[src/rtl/mem_stage_ctrl_pkg.sv]
// Shared definitions for the memory-stage controller.
// Latency: n/a (types and constants only).
// Backpressure: n/a.
// Contents: memory-control bit indices, FSM state encoding, stack-pointer
// reset default and a packed view of the memory-control bundle.
package mem_stage_ctrl_pkg;

    localparam int MEM_RD     = 0;
    localparam int MEM_WR     = 1;
    localparam int MEM_STACK  = 2;
    localparam int MEM_DBL    = 3;
    localparam int MEM_PCLOAD = 4;
    localparam int MEM_RSVD   = 5;

    localparam logic [19:0] SP_INIT_DEF = 20'hFFFFF;

    typedef enum logic [1:0] {
        ST_IDLE = 2'd0,
        ST_ACC0 = 2'd1,
        ST_ACC1 = 2'd2
    } state_e;

    // Field order mirrors the MEM_* bit indices (bit 0 = rd).
    typedef struct packed {
        logic rsvd;
        logic pc_load;
        logic dbl;
        logic stack;
        logic wr;
        logic rd;
    } mem_ctrl_t;

endpackage

[src/rtl/mem_stage_ctrl_sp.sv]
// Stack-pointer unit: holds SP and derives beat addresses and next SP.
// Latency: addresses are combinational from SP; SP updates on the upd_i edge.
// Backpressure: none; the owner asserts upd_i only on access completion.
// Ports: clk/rst, push_i (push vs pop), dbl_i (two-beat op), upd_i (commit),
// sp_o, addr0_o/addr1_o (beat addresses); pop_ovf_o only with MEM_STAGE_EXC_EN.
module mem_sp_unit
    import mem_stage_ctrl_pkg::*;
#(
    parameter int                ADDR_W  = 20,
    parameter logic [ADDR_W-1:0] SP_INIT = SP_INIT_DEF
) (
    input  logic              clk,
    input  logic              rst,
    input  logic              push_i,
    input  logic              dbl_i,
    input  logic              upd_i,
    output logic [ADDR_W-1:0] sp_o,
    output logic [ADDR_W-1:0] addr0_o,
    output logic [ADDR_W-1:0] addr1_o
`ifdef MEM_STAGE_EXC_EN
    ,
    output logic              pop_ovf_o
`endif
);

    logic [ADDR_W-1:0] sp_q;
    logic [ADDR_W-1:0] sp_d;
    logic [ADDR_W-1:0] step;

    // Push writes at SP then SP-1 (SP points at the next free word);
    // pop reads SP+1 then SP+2. All arithmetic wraps modulo 2**ADDR_W.
    always_comb begin
        step    = dbl_i ? ADDR_W'(2) : ADDR_W'(1);
        addr0_o = push_i ? sp_q : sp_q + ADDR_W'(1);
        addr1_o = push_i ? sp_q - ADDR_W'(1) : sp_q + ADDR_W'(2);
        sp_d    = push_i ? sp_q - step : sp_q + step;
    end

`ifdef MEM_STAGE_EXC_EN
    // A pop overruns when fewer than 'step' words sit between SP and the top.
    logic [ADDR_W-1:0] headroom;
    always_comb begin
        headroom  = SP_INIT - sp_q;
        pop_ovf_o = (headroom < step);
    end
`endif

    always_ff @(posedge clk or negedge rst) begin
        if (!rst) begin
            sp_q <= SP_INIT;
        end else if (upd_i) begin
            sp_q <= sp_d;
        end
    end

    assign sp_o = sp_q;

endmodule

[src/rtl/mem_stage_ctrl.sv]
// Memory-stage controller: data-memory and stack accesses, two-beat PC push/pop.
// Latency: 1 cycle for ALU ops; memory ops complete one posedge after the last dm_ack.
// Backpressure: o_stall (registered state != IDLE) freezes upstream buffers while busy.
// Ports: pipeline inputs i_Mem/i_WB/i_pc/i_Rdst/i_alu/i_read_data1/i_flag;
// memory port dm_req/dm_we/dm_addr/dm_wdata/dm_rdata/dm_ack; registered results o_*.
// Option: define MEM_STAGE_EXC_EN to add o_exc/o_exc_pc and trap pops past SP_INIT.
module mem_stage_ctrl
    import mem_stage_ctrl_pkg::*;
#(
    parameter int                WbSize   = 2,
    parameter int                MemSize  = 6,
    parameter int                flagSize = 4,
    parameter int                ADDR_W   = 20,
    parameter logic [ADDR_W-1:0] SP_INIT  = SP_INIT_DEF
) (
    input  logic                clk,
    input  logic                rst,
    input  logic [MemSize-1:0]  i_Mem,
    input  logic [WbSize-1:0]   i_WB,
    input  logic [31:0]         i_pc,
    input  logic [2:0]          i_Rdst,
    input  logic [15:0]         i_alu,
    input  logic [15:0]         i_read_data1,
    input  logic [flagSize-1:0] i_flag,
    output logic                dm_req,
    output logic                dm_we,
    output logic [ADDR_W-1:0]   dm_addr,
    output logic [15:0]         dm_wdata,
    input  logic [15:0]         dm_rdata,
    input  logic                dm_ack,
    output logic                o_stall,
    output logic                o_valid,
    output logic [WbSize-1:0]   o_WB,
    output logic [2:0]          o_Rdst,
    output logic [flagSize-1:0] o_flag,
    output logic [15:0]         o_data,
    output logic [31:0]         o_pc,
    output logic                o_pc_load,
    output logic [ADDR_W-1:0]   o_sp
`ifdef MEM_STAGE_EXC_EN
    ,
    output logic                o_exc,
    output logic [31:0]         o_exc_pc
`endif
);

    state_e              state_q;
    mem_ctrl_t           mem_q;
    logic [31:0]         pc_q;
    logic [15:0]         alu_q;
    logic [15:0]         lo_q;
    logic                dm_req_q, dm_we_q;
    logic [ADDR_W-1:0]   dm_addr_q;
    logic [15:0]         dm_wdata_q;
    logic                o_valid_q, o_pc_load_q;
    logic [WbSize-1:0]   o_wb_q;
    logic [2:0]          o_rdst_q;
    logic [flagSize-1:0] o_flag_q;
    logic [15:0]         o_data_q;
    logic [31:0]         o_pc_q;

    mem_ctrl_t           mem_in;
    logic                idle, acc_in, push_in, pop_in, done;
    logic                sp_push, sp_dbl, sp_upd;
    logic [ADDR_W-1:0]   sp_addr0, sp_addr1, addr0, addr1;
    logic [15:0]         wdata0, data_res;
    logic [31:0]         pc_res;

    assign mem_in = mem_ctrl_t'(i_Mem);

    always_comb begin
        idle     = (state_q == ST_IDLE);
        // Reserved encodings never start an access; they fall through as ALU ops.
        acc_in   = (mem_in.rd | mem_in.wr) & ~mem_in.rsvd;
        push_in  = mem_in.wr & mem_in.stack;
        pop_in   = mem_in.rd & ~mem_in.wr & mem_in.stack;
        // SP unit sees the incoming op while idle and the latched op while busy.
        sp_push  = idle ? push_in : (mem_q.wr & mem_q.stack);
        sp_dbl   = idle ? mem_in.dbl : mem_q.dbl;
        done     = dm_ack & (((state_q == ST_ACC0) & ~mem_q.dbl) | (state_q == ST_ACC1));
        sp_upd   = done & mem_q.stack;
        addr0    = mem_in.stack ? sp_addr0 : ADDR_W'(i_alu);
        addr1    = mem_q.stack ? sp_addr1 : dm_addr_q + ADDR_W'(1);
        wdata0   = mem_in.dbl ? i_pc[31:16] : i_read_data1;
        data_res = (mem_q.rd & ~mem_q.wr) ? dm_rdata : alu_q;
        // Popped PC: first beat is the low half, second beat the high half.
        if (mem_q.pc_load) begin
            pc_res = mem_q.dbl ? {dm_rdata, lo_q} : {16'h0000, dm_rdata};
        end else begin
            pc_res = pc_q;
        end
    end

`ifdef MEM_STAGE_EXC_EN
    logic pop_ovf, exc_in;
    logic o_exc_q;
    logic [31:0] o_exc_pc_q;
    assign exc_in   = acc_in & pop_in & pop_ovf;
    assign o_exc    = o_exc_q;
    assign o_exc_pc = o_exc_pc_q;
`endif

    mem_sp_unit #(
        .ADDR_W  (ADDR_W),
        .SP_INIT (SP_INIT)
    ) u_sp (
        .clk       (clk),
        .rst       (rst),
        .push_i    (sp_push),
        .dbl_i     (sp_dbl),
        .upd_i     (sp_upd),
        .sp_o      (o_sp),
        .addr0_o   (sp_addr0),
        .addr1_o   (sp_addr1)
`ifdef MEM_STAGE_EXC_EN
        ,
        .pop_ovf_o (pop_ovf)
`endif
    );

    always_ff @(posedge clk or negedge rst) begin
        if (!rst) begin
            state_q     <= ST_IDLE;
            mem_q       <= '0;
            pc_q        <= '0;
            alu_q       <= '0;
            lo_q        <= '0;
            dm_req_q    <= 1'b0;
            dm_we_q     <= 1'b0;
            dm_addr_q   <= '0;
            dm_wdata_q  <= '0;
            o_valid_q   <= 1'b0;
            o_pc_load_q <= 1'b0;
            o_wb_q      <= '0;
            o_rdst_q    <= '0;
            o_flag_q    <= '0;
            o_data_q    <= '0;
            o_pc_q      <= '0;
`ifdef MEM_STAGE_EXC_EN
            o_exc_q     <= 1'b0;
            o_exc_pc_q  <= '0;
`endif
        end else begin
            case (state_q)
                ST_IDLE: begin
`ifdef MEM_STAGE_EXC_EN
                    o_exc_q <= 1'b0;
                    if (exc_in) begin
                        // Trap instead of popping beyond the top of stack.
                        o_valid_q  <= 1'b0;
                        o_exc_q    <= 1'b1;
                        o_exc_pc_q <= i_pc;
                    end else
`endif
                    if (acc_in) begin
                        mem_q      <= mem_in;
                        pc_q       <= i_pc;
                        alu_q      <= i_alu;
                        o_wb_q     <= i_WB;
                        o_rdst_q   <= i_Rdst;
                        o_flag_q   <= i_flag;
                        dm_req_q   <= 1'b1;
                        dm_we_q    <= mem_in.wr;
                        dm_addr_q  <= addr0;
                        dm_wdata_q <= wdata0;
                        o_valid_q  <= 1'b0;
                        state_q    <= ST_ACC0;
                    end else begin
                        o_valid_q   <= 1'b1;
                        o_wb_q      <= i_WB;
                        o_rdst_q    <= i_Rdst;
                        o_flag_q    <= i_flag;
                        o_data_q    <= i_alu;
                        o_pc_q      <= i_pc;
                        o_pc_load_q <= 1'b0;
                    end
                end
                ST_ACC0: begin
                    if (dm_ack && mem_q.dbl) begin
                        lo_q       <= dm_rdata;
                        dm_addr_q  <= addr1;
                        dm_wdata_q <= pc_q[15:0];
                        state_q    <= ST_ACC1;
                    end
                end
                ST_ACC1: ;
                default: state_q <= ST_IDLE;
            endcase

            // Final beat acknowledged: publish the result and release the stall.
            if (done) begin
                o_valid_q   <= 1'b1;
                dm_req_q    <= 1'b0;
                dm_we_q     <= 1'b0;
                o_data_q    <= data_res;
                o_pc_q      <= pc_res;
                o_pc_load_q <= mem_q.pc_load;
                state_q     <= ST_IDLE;
            end
        end
    end

    assign o_stall   = (state_q != ST_IDLE);
    assign dm_req    = dm_req_q;
    assign dm_we     = dm_we_q;
    assign dm_addr   = dm_addr_q;
    assign dm_wdata  = dm_wdata_q;
    assign o_valid   = o_valid_q;
    assign o_WB      = o_wb_q;
    assign o_Rdst    = o_rdst_q;
    assign o_flag    = o_flag_q;
    assign o_data    = o_data_q;
    assign o_pc      = o_pc_q;
    assign o_pc_load = o_pc_load_q;

endmodule
[config.mk]
export PLATFORM = sky130hd
export DESIGN_NAME = mem_stage_ctrl
export DESIGN_NICKNAME = d
export VERILOG_FILES = /design/src/rtl/mem_stage_ctrl_pkg.sv /design/src/rtl/mem_stage_ctrl_sp.sv /design/src/rtl/mem_stage_ctrl.sv
export SDC_FILE = /design/constraint.sdc
export NUM_CORES = 1
export LEC_CHECK = 0
export ABC_AREA = 1
export ABC_CLOCK_PERIOD_IN_PS = 2800
export BUFFER_PORTS_ARGS = -buffer_cell sky130_fd_sc_hd__buf_2
export CORE_MARGIN = 2
export CORE_UTILIZATION = 30
export CTS_CLUSTER_SIZE = 14
export DETAILED_ROUTE_END_ITERATION = 6
export GPL_TIMING_DRIVEN = 0
export HOLD_SLACK_MARGIN = 0.1
export PLACE_DENSITY = 0.53
export SYNTH_ARGS = -nofsm -noshare
export SYNTH_HDL_FRONTEND = slang
export SYNTH_SLANG_ARGS = --single-unit
[constraint.sdc]
create_clock -name clk -period 2.8 [get_ports clk]
set_input_delay 0.56 -clock clk [delete_from_list [all_inputs] [get_ports clk]]
set_output_delay 0.56 -clock clk [all_outputs]
set_load 0.02 [all_outputs]
==> results.sh, run 1 <==
export IMPL_grt_max_degree=105
export IMPL_area_growth_pct=20.85
export IMPL_min_delay_path_class="in2async"
export IMPL_grt_pass1_wl_mm=71.88
export IMPL_gp_congestion=0.9285
export IMPL_peakVddDrop_v=0.0005566
export IMPL_relSlewSlack_pct=48.92
export IMPL_place_ws_ns=-0.4505
export IMPL_finalWorstSetupSlack_ns=0.1878
export IMPL_cts_clk_slew_worst_paths_ns=0.08
export IMPL_cp_required_ns=3.16
export IMPL_yosysTopAreaCellShare_pct=35.64
export IMPL_start_util_pct=30.45
export IMPL_drt_wl_total_mm=47.70
export IMPL_synth_nets=1788
export IMPL_p_clk_share_pct=14.4
export IMPL_place_hpwl_mm=37.09
export IMPL_cp_max_fo=18
export IMPL_syn_inst=1664
export IMPL_core_area_sq_um=38740
export IMPL_seqPwrFrac_pct=31.8
export IMPL_die_height_um=202.3
export IMPL_p_per_area_nw_per_um2=1219
export IMPL_die_area_sq_um=40920
export IMPL_switching_share_pct=51.34
export IMPL_clockBufferDepth=2
export IMPL_cp_start_kind="flip-flop"
export IMPL_cts_tree="yes"
export IMPL_leakage_nw=7.059
export IMPL_synth_area_sq_um=11800
export IMPL_synth_seq_area_share_pct=40.09
export IMPL_dpl_cell_area_sq_um=13550
export IMPL_fmax_mhz=382.8
export IMPL_cts_root_buffer="clkbuf_16"
export IMPL_combinationalPowerShare_pct=53.8
export IMPL_instances_no_fill=2438
export IMPL_ys_flop_type="dfrtp_1"
export IMPL_insertion_delay_ns=0.45
export IMPL_first_pass_iters=5
export IMPL_ys_async_sr_fraction_pct=100.0
export IMPL_synth_edf_count=0
export IMPL_vias=12172
export IMPL_antenna_found_initial=10
export IMPL_die_width_um=202.3
export IMPL_synth_top_cell_by_area="dfrtp_1"
export IMPL_port_buffer_count=214
export IMPL_fin_tns_setup_ns=0
export IMPL_maxCapViolations=0
export IMPL_setup_violations=0
export IMPL_finalCritPeriodShare_pct=93.29
export IMPL_fin_nets=2027
export IMPL_stdcell_area_sq_um=14260
export IMPL_internal_power_mw=8.456
export IMPL_ys_types=45
export IMPL_ys_ff_latch=188
export IMPL_synthTopCellsByCount="552 x nand2_1, 168 x dfrtp_1, 166 x o21ai_0, 160 x inv_1, 136 x nand3_1"
export IMPL_wl_per_cell_um=19.56
export IMPL_p_sw_mw=8.920
export IMPL_avgSynthCellArea_sq_um=7.089
export IMPL_route_detailed_drc=0
export IMPL_status="finished, final reports clean"
export IMPL_ioPinCount=216
export IMPL_worst_pin_slew_ns=0.7662
export IMPL_crit_type="reg2reg"
export IMPL_synth_most_common_cell="nand2_1"
export IMPL_hold_viol_final=0
export IMPL_crit_arrival_ns=2.98
export IMPL_yosysWarnings=0
export IMPL_grt_pass1_vias=11658
export IMPL_drive_gt1_share_pct=19.31
export IMPL_cp_end_kind="flip-flop"
export IMPL_h_tree_depth=4
export IMPL_ant_nets=0
export IMPL_dp_cells=2397
export IMPL_post_route_min_period_ns=2.612
export IMPL_vias_per_cell=4.993
export IMPL_skew_ns=0.01198
export IMPL_grtUsageTotal_pct=23.10
export IMPL_cts_sinks=188
export IMPL_gr_total_overflow=0
export IMPL_cts_made_buffers=17
export IMPL_num_rows=72
export IMPL_drtIter0Drc=945
export IMPL_yosys_top_cells_area="dfrtp_1 36%, nand2_1 18%, o21ai_0 7.0%, nand3_1 5.8%, inv_1 5.1%"
export IMPL_slew_viol_final=0
-- worst paths after layout --
check	startpoint	to	slack (ns)	depth (start not counted)
worst max-delay path	state_q[0]	u_sp.sp_o[14]	0.19	15
worst min-delay path	rst	dm_addr[16]	0.08	1
worst max register to register	state_q[0]	u_sp.sp_o[14]	0.19	15
worst min register to register	o_WB[1]	o_WB[1]	0.48	2
max in group asynchronous	rst	state_q[1]	1.72	2
min in group clk	i_flag[1]	o_flag[1]	0.31	3
-- power groups by stage --
stage	clock (mW)	sequential (mW)	combinational [mW]
final	2.50	5.52	9.35
after global routing	2.63	5.67	10.4
after CTS	2.54	5.47	9.21
after detailed placement	0	5.50	9.13
after global placement	0	5.49	9.08
after floorplan	0	6.04	5.18
-- worst max-delay path, cell delays in order, from the launching register on --
cell and delay (ns):
dfrtp_2 0.46, inv_4 0.10, nand2_4 0.08, nand2_2 0.17, nand2_8 0.16, ha_1 0.38, nand2_1 0.16, nor2_2 0.17
nand4_1 0.09, o211ai_1 0.18, buf_4 0.17, nand2_1 0.07, nand2_1 0.06, nand2_1 0.05, nand3_1 0.10, o21ai_0 0.10
-- state kept, by name (all words and copies together), names as in the netlist, 2 cells and up --
name and cells:
o_data 16, pc_q 32, dm_wdata 16, u_sp.sp_o 20, o_WB 2, state_q 2, mem_q 5, o_flag 4
lo_q 16, o_pc 32, alu_q 16, dm_addr 20, o_Rdst 3
-- cell families after synthesis --
group           synth area share, %
flops                         40.09
buf+inv                       8.634
xor+xnor                      2.227
simple gates                  30.74
compound gates                15.49
fa+ha+maj                     2.821
-- per-stage QoR --
stage / utilization (%) / power (mW) / hold WS (ns)
2_1_floorplan: - / 11.22 / 0.2644
3_3_place_gp: 34.89 / 14.57 / 0.4573
3_5_place_dp: 34.99 / 14.63 / 0.4551
4_1_cts: 36.57 / 17.23 / 0.1433
5_1_grt: 36.79 / 18.68 / 0.1627
6_report: 36.80 / 17.38 / 0.08118
-- layer usage --
layer  global-route usage [%]  part of all wire, %
met5                        0                 0.15
met4                    7.951                  2.9
met3                    4.563                  7.0
met2                    34.41                   43
met1                    33.23                   47
-- cell usage in the layout (no fill, tap or decap), drive strengths merged, types with 25 or more instances in the layout --
cell / synthesis / routed
clkbuf: 40 / 60
ha: 25 / 25
nand3: 138 / 138
a21oi: 44 / 44
dfrtp: 168 / 168
o211ai: 36 / 36
nand2: 567 / 568
buf: 41 / 260
nor2: 116 / 116
o21ai: 187 / 187
inv: 165 / 169
-- cell type report --
type / instances / area (sq um)
Sequential cell: 188 / 4732
Clock inverter: 12 / 131.4
Clock buffer: 20 / 456.7
Fill cell: 4225 / 24480
Buffer: 80 / 386.6
Antenna cell: 4 / 10.01
Tap cell: 518 / 648.1
Inverter: 166 / 626.9
Multi-Input combinational cell: 1230 / 6118
Timing Repair Buffer: 220 / 1146
-- repair_timing --
| action | CTS | global route |
|---|---|---|
| pin swaps | 2 | 4 |
| gates resized for setup | 10 | 15 |
| hold buffers | 0 | 0 |
| setup endpoints to repair | 11 | 11 |
| cloned | 1 | 0 |
| buffers inserted | 1 | 4 |
(Power assumes the default switching activity.)
==> run 2, diff against run 1 <==
--- a/config.mk
+++ b/config.mk
@@ -10,6 +10,7 @@
 export BUFFER_PORTS_ARGS = -buffer_cell sky130_fd_sc_hd__buf_2
 export CORE_MARGIN = 2
 export CORE_UTILIZATION = 30
+export CTS_BUF_LIST = sky130_fd_sc_hd__clkbuf_2
 export CTS_CLUSTER_SIZE = 14
 export DETAILED_ROUTE_END_ITERATION = 6
 export GPL_TIMING_DRIVEN = 0
==> run 2 against run 1 <==
Effect of this change: global-route usage up 0.38 points; clock skew grew 0.042 ns; highest routed layer unchanged; clock power shrank 42%.
==> results.sh, run 2 (synthesis results as in run 1) <==
export IMPL_status="finished, final reports clean"
export IMPL_first_pass_iters=5
export IMPL_p_per_area_nw_per_um2=1105
export IMPL_rsz0062_at_grt="true"
export IMPL_cp_required_ns=3.56
export IMPL_peakVddDrop_v=0.0004057
export IMPL_grt_pass1_vias=12112
export IMPL_mostFrequentLayoutCells="550 x nand2_1, 238 x buf_2, 166 x dfrtp_1, 162 x o21ai_0, 159 x inv_1"
export IMPL_area_growth_pct=26.36
export IMPL_ant_nets=0
export IMPL_p_clk_share_pct=8.7
export IMPL_grtUsageTotal_pct=23.48
export IMPL_cts_sinks=188
export IMPL_post_route_min_period_ns=2.672
export IMPL_cts_clk_slew_worst_paths_ns=0.31
export IMPL_insertion_delay_ns=0.85
export IMPL_start_util_pct=30.45
export IMPL_combinationalPowerShare_pct=57.9
export IMPL_cp_max_fo=18
export IMPL_setup_violations=0
export IMPL_h_tree_depth=4
export IMPL_cts_tree="yes"
export IMPL_critPathLaunch="state_q[1]"
export IMPL_worstReg2RegStart="state_q[1]"
export IMPL_antenna_found_initial=4
export IMPL_cp_common_cell="nand2_1"
export IMPL_r2r_slack_ns=0.13
export IMPL_route_detailed_drc=0
export IMPL_power_mw=16.48
export IMPL_clockBufferDepth=2
export IMPL_fin_tns_setup_ns=0
export IMPL_fmax_mhz=374.2
export IMPL_fin_nets=2121
export IMPL_final_core_util_pct=38.48
export IMPL_final_common_cell="nand2_1"
export IMPL_slew_viol_final=0
export IMPL_seqPwrFrac_pct=33.4
export IMPL_gr_total_overflow=0
export IMPL_relSlewSlack_pct=50.47
export IMPL_r2r_end="u_sp.sp_o[14]"
export IMPL_crit_cells=14
export IMPL_die_height_um=202.3
export IMPL_switching_share_pct=53.75
export IMPL_crit_chain="inv_1 -> nand2_4 -> nand2_2 -> nand2_8 -> ha_4 -> nand2_1 -> nor2_2 -> nand4_1 -> o211ai_1 -> buf_4 -> nand2_1 -> nand3b_1 -> nand3_1 -> o21ai_0"
export IMPL_whs_ns=0.2308
export IMPL_finalCritPeriodShare_pct=95.45
export IMPL_num_rows=72
export IMPL_grt_pass1_wl_mm=73.22
export IMPL_grt_max_degree=105
export IMPL_vias=12491
export IMPL_crit_path_top_delay_cell="dfrtp_2"
export IMPL_place_hpwl_mm=37.09
export IMPL_internal_power_mw=7.621
export IMPL_cp_end_kind="flip-flop"
export IMPL_wl_per_cell_um=19.06
export IMPL_crit_arrival_ns=3.44
export IMPL_crit_type="reg2reg"
export IMPL_cts_root_buffer="clkbuf_2"
export IMPL_critPathTopFamily="simple AND/OR/NAND/NOR gates"
export IMPL_vias_per_cell=4.935
export IMPL_cts_made_buffers=17
export IMPL_ioPinCount=216
export IMPL_critPathBufInv=2
export IMPL_core_area_sq_um=38740
export IMPL_worst_r2r_path_depth=14
export IMPL_worst_pin_slew_ns=0.7430
export IMPL_hold_viol_final=0
export IMPL_min_delay_path_class="in2async"
export IMPL_skew_ns=0.05364
export IMPL_drive_gt1_share_pct=18.91
export IMPL_max_stage_delay_ns=0.52
export IMPL_endpoint="u_sp.sp_o[14]"
export IMPL_drt_wl_total_mm=48.25
export IMPL_dp_cells=2397
export IMPL_leakage_nw=7.302
export IMPL_cp_start_kind="flip-flop"
export IMPL_drtIter0Drc=1084
export IMPL_die_width_um=202.3
export IMPL_maxCapViolations=0
export IMPL_die_area_sq_um=40920
export IMPL_instances_no_fill=2531
export IMPL_p_sw_mw=8.856
export IMPL_port_buffer_count=214
export IMPL_gp_congestion=0.9285
[run 2: cell types whose count changed in the layout (fill, tap and decap cells not counted), moves of 3 or more]
cell,previous run,this run
ha_4,1,4
clkbuf_2,2,21
clkbuf_16,17,0
dlygate4sd3_1,0,94
ha_1,21,16
[run 2: repair_timing]
item,CTS,global route
gates resized for setup,14,25
setup buffers,2,4
setup endpoints to repair,13,12
hold buffers,94,0
pin swaps,3,7
hold endpoints to repair,233,0
gates cloned,1,0
[run 2: metrics by stage]
step | instance area [sq um] | setup slack, ns
2_1_floorplan | 11800 | 0.1904
3_3_place_gp | 13520 | -2.215
3_5_place_dp | 13550 | -0.4505
4_1_cts | 14760 | -0.001585
5_1_grt | 14900 | -0.05758
6_report | 14910 | 0.1275
[run 2: area by class of cell]
class,instances,area [sq um]
Sequential cell,188,4732
Multi-Input combinational cell,1230,6191
Buffer,79,376.6
Tap cell,518,648.1
Clock inverter,14,138.9
Inverter,166,626.9
Timing Repair Buffer,315,2095
Fill cell,4175,23830
Clock buffer,18,90.09
Antenna cell,3,7.507
[run 2: power groups by stage]
stage / Combinational (mW) / Sequential, mW / Clock (mW)
3_3_place_gp: 9.08 / 5.49 / 0
6_report: 9.53 / 5.51 / 1.44
2_1_floorplan: 5.18 / 6.04 / 0
5_1_grt: 10.6 / 5.66 / 1.57
4_1_cts: 9.34 / 5.45 / 1.48
3_5_place_dp: 9.13 / 5.50 / 0
[run 2: worst min path at each step]
stage	startpoint	to	slack, ns
2_1_floorplan	rst	alu_q[0]	0.26
3_3_place_gp	o_Rdst[2]	o_Rdst[2]	0.46
3_5_place_dp	o_WB[1]	o_WB[1]	0.46
4_1_cts	i_Mem[2]	dm_addr[1]	0.15
5_1_grt	i_Mem[2]	dm_addr[1]	0.23
6_report	rst	dm_addr[16]	0.23
[run 2: per-layer routing]
metal | GRT usage (%) | up-vias | share of wire (%)
li1 | - | 6118 | -
met1 | 33.78 | 5885 | 47
met2 | 34.82 | 414 | 43
met3 | 4.079 | 72 | 6.2
met4 | 9.307 | 2 | 3.4
met5 | 0 | - | 0.027
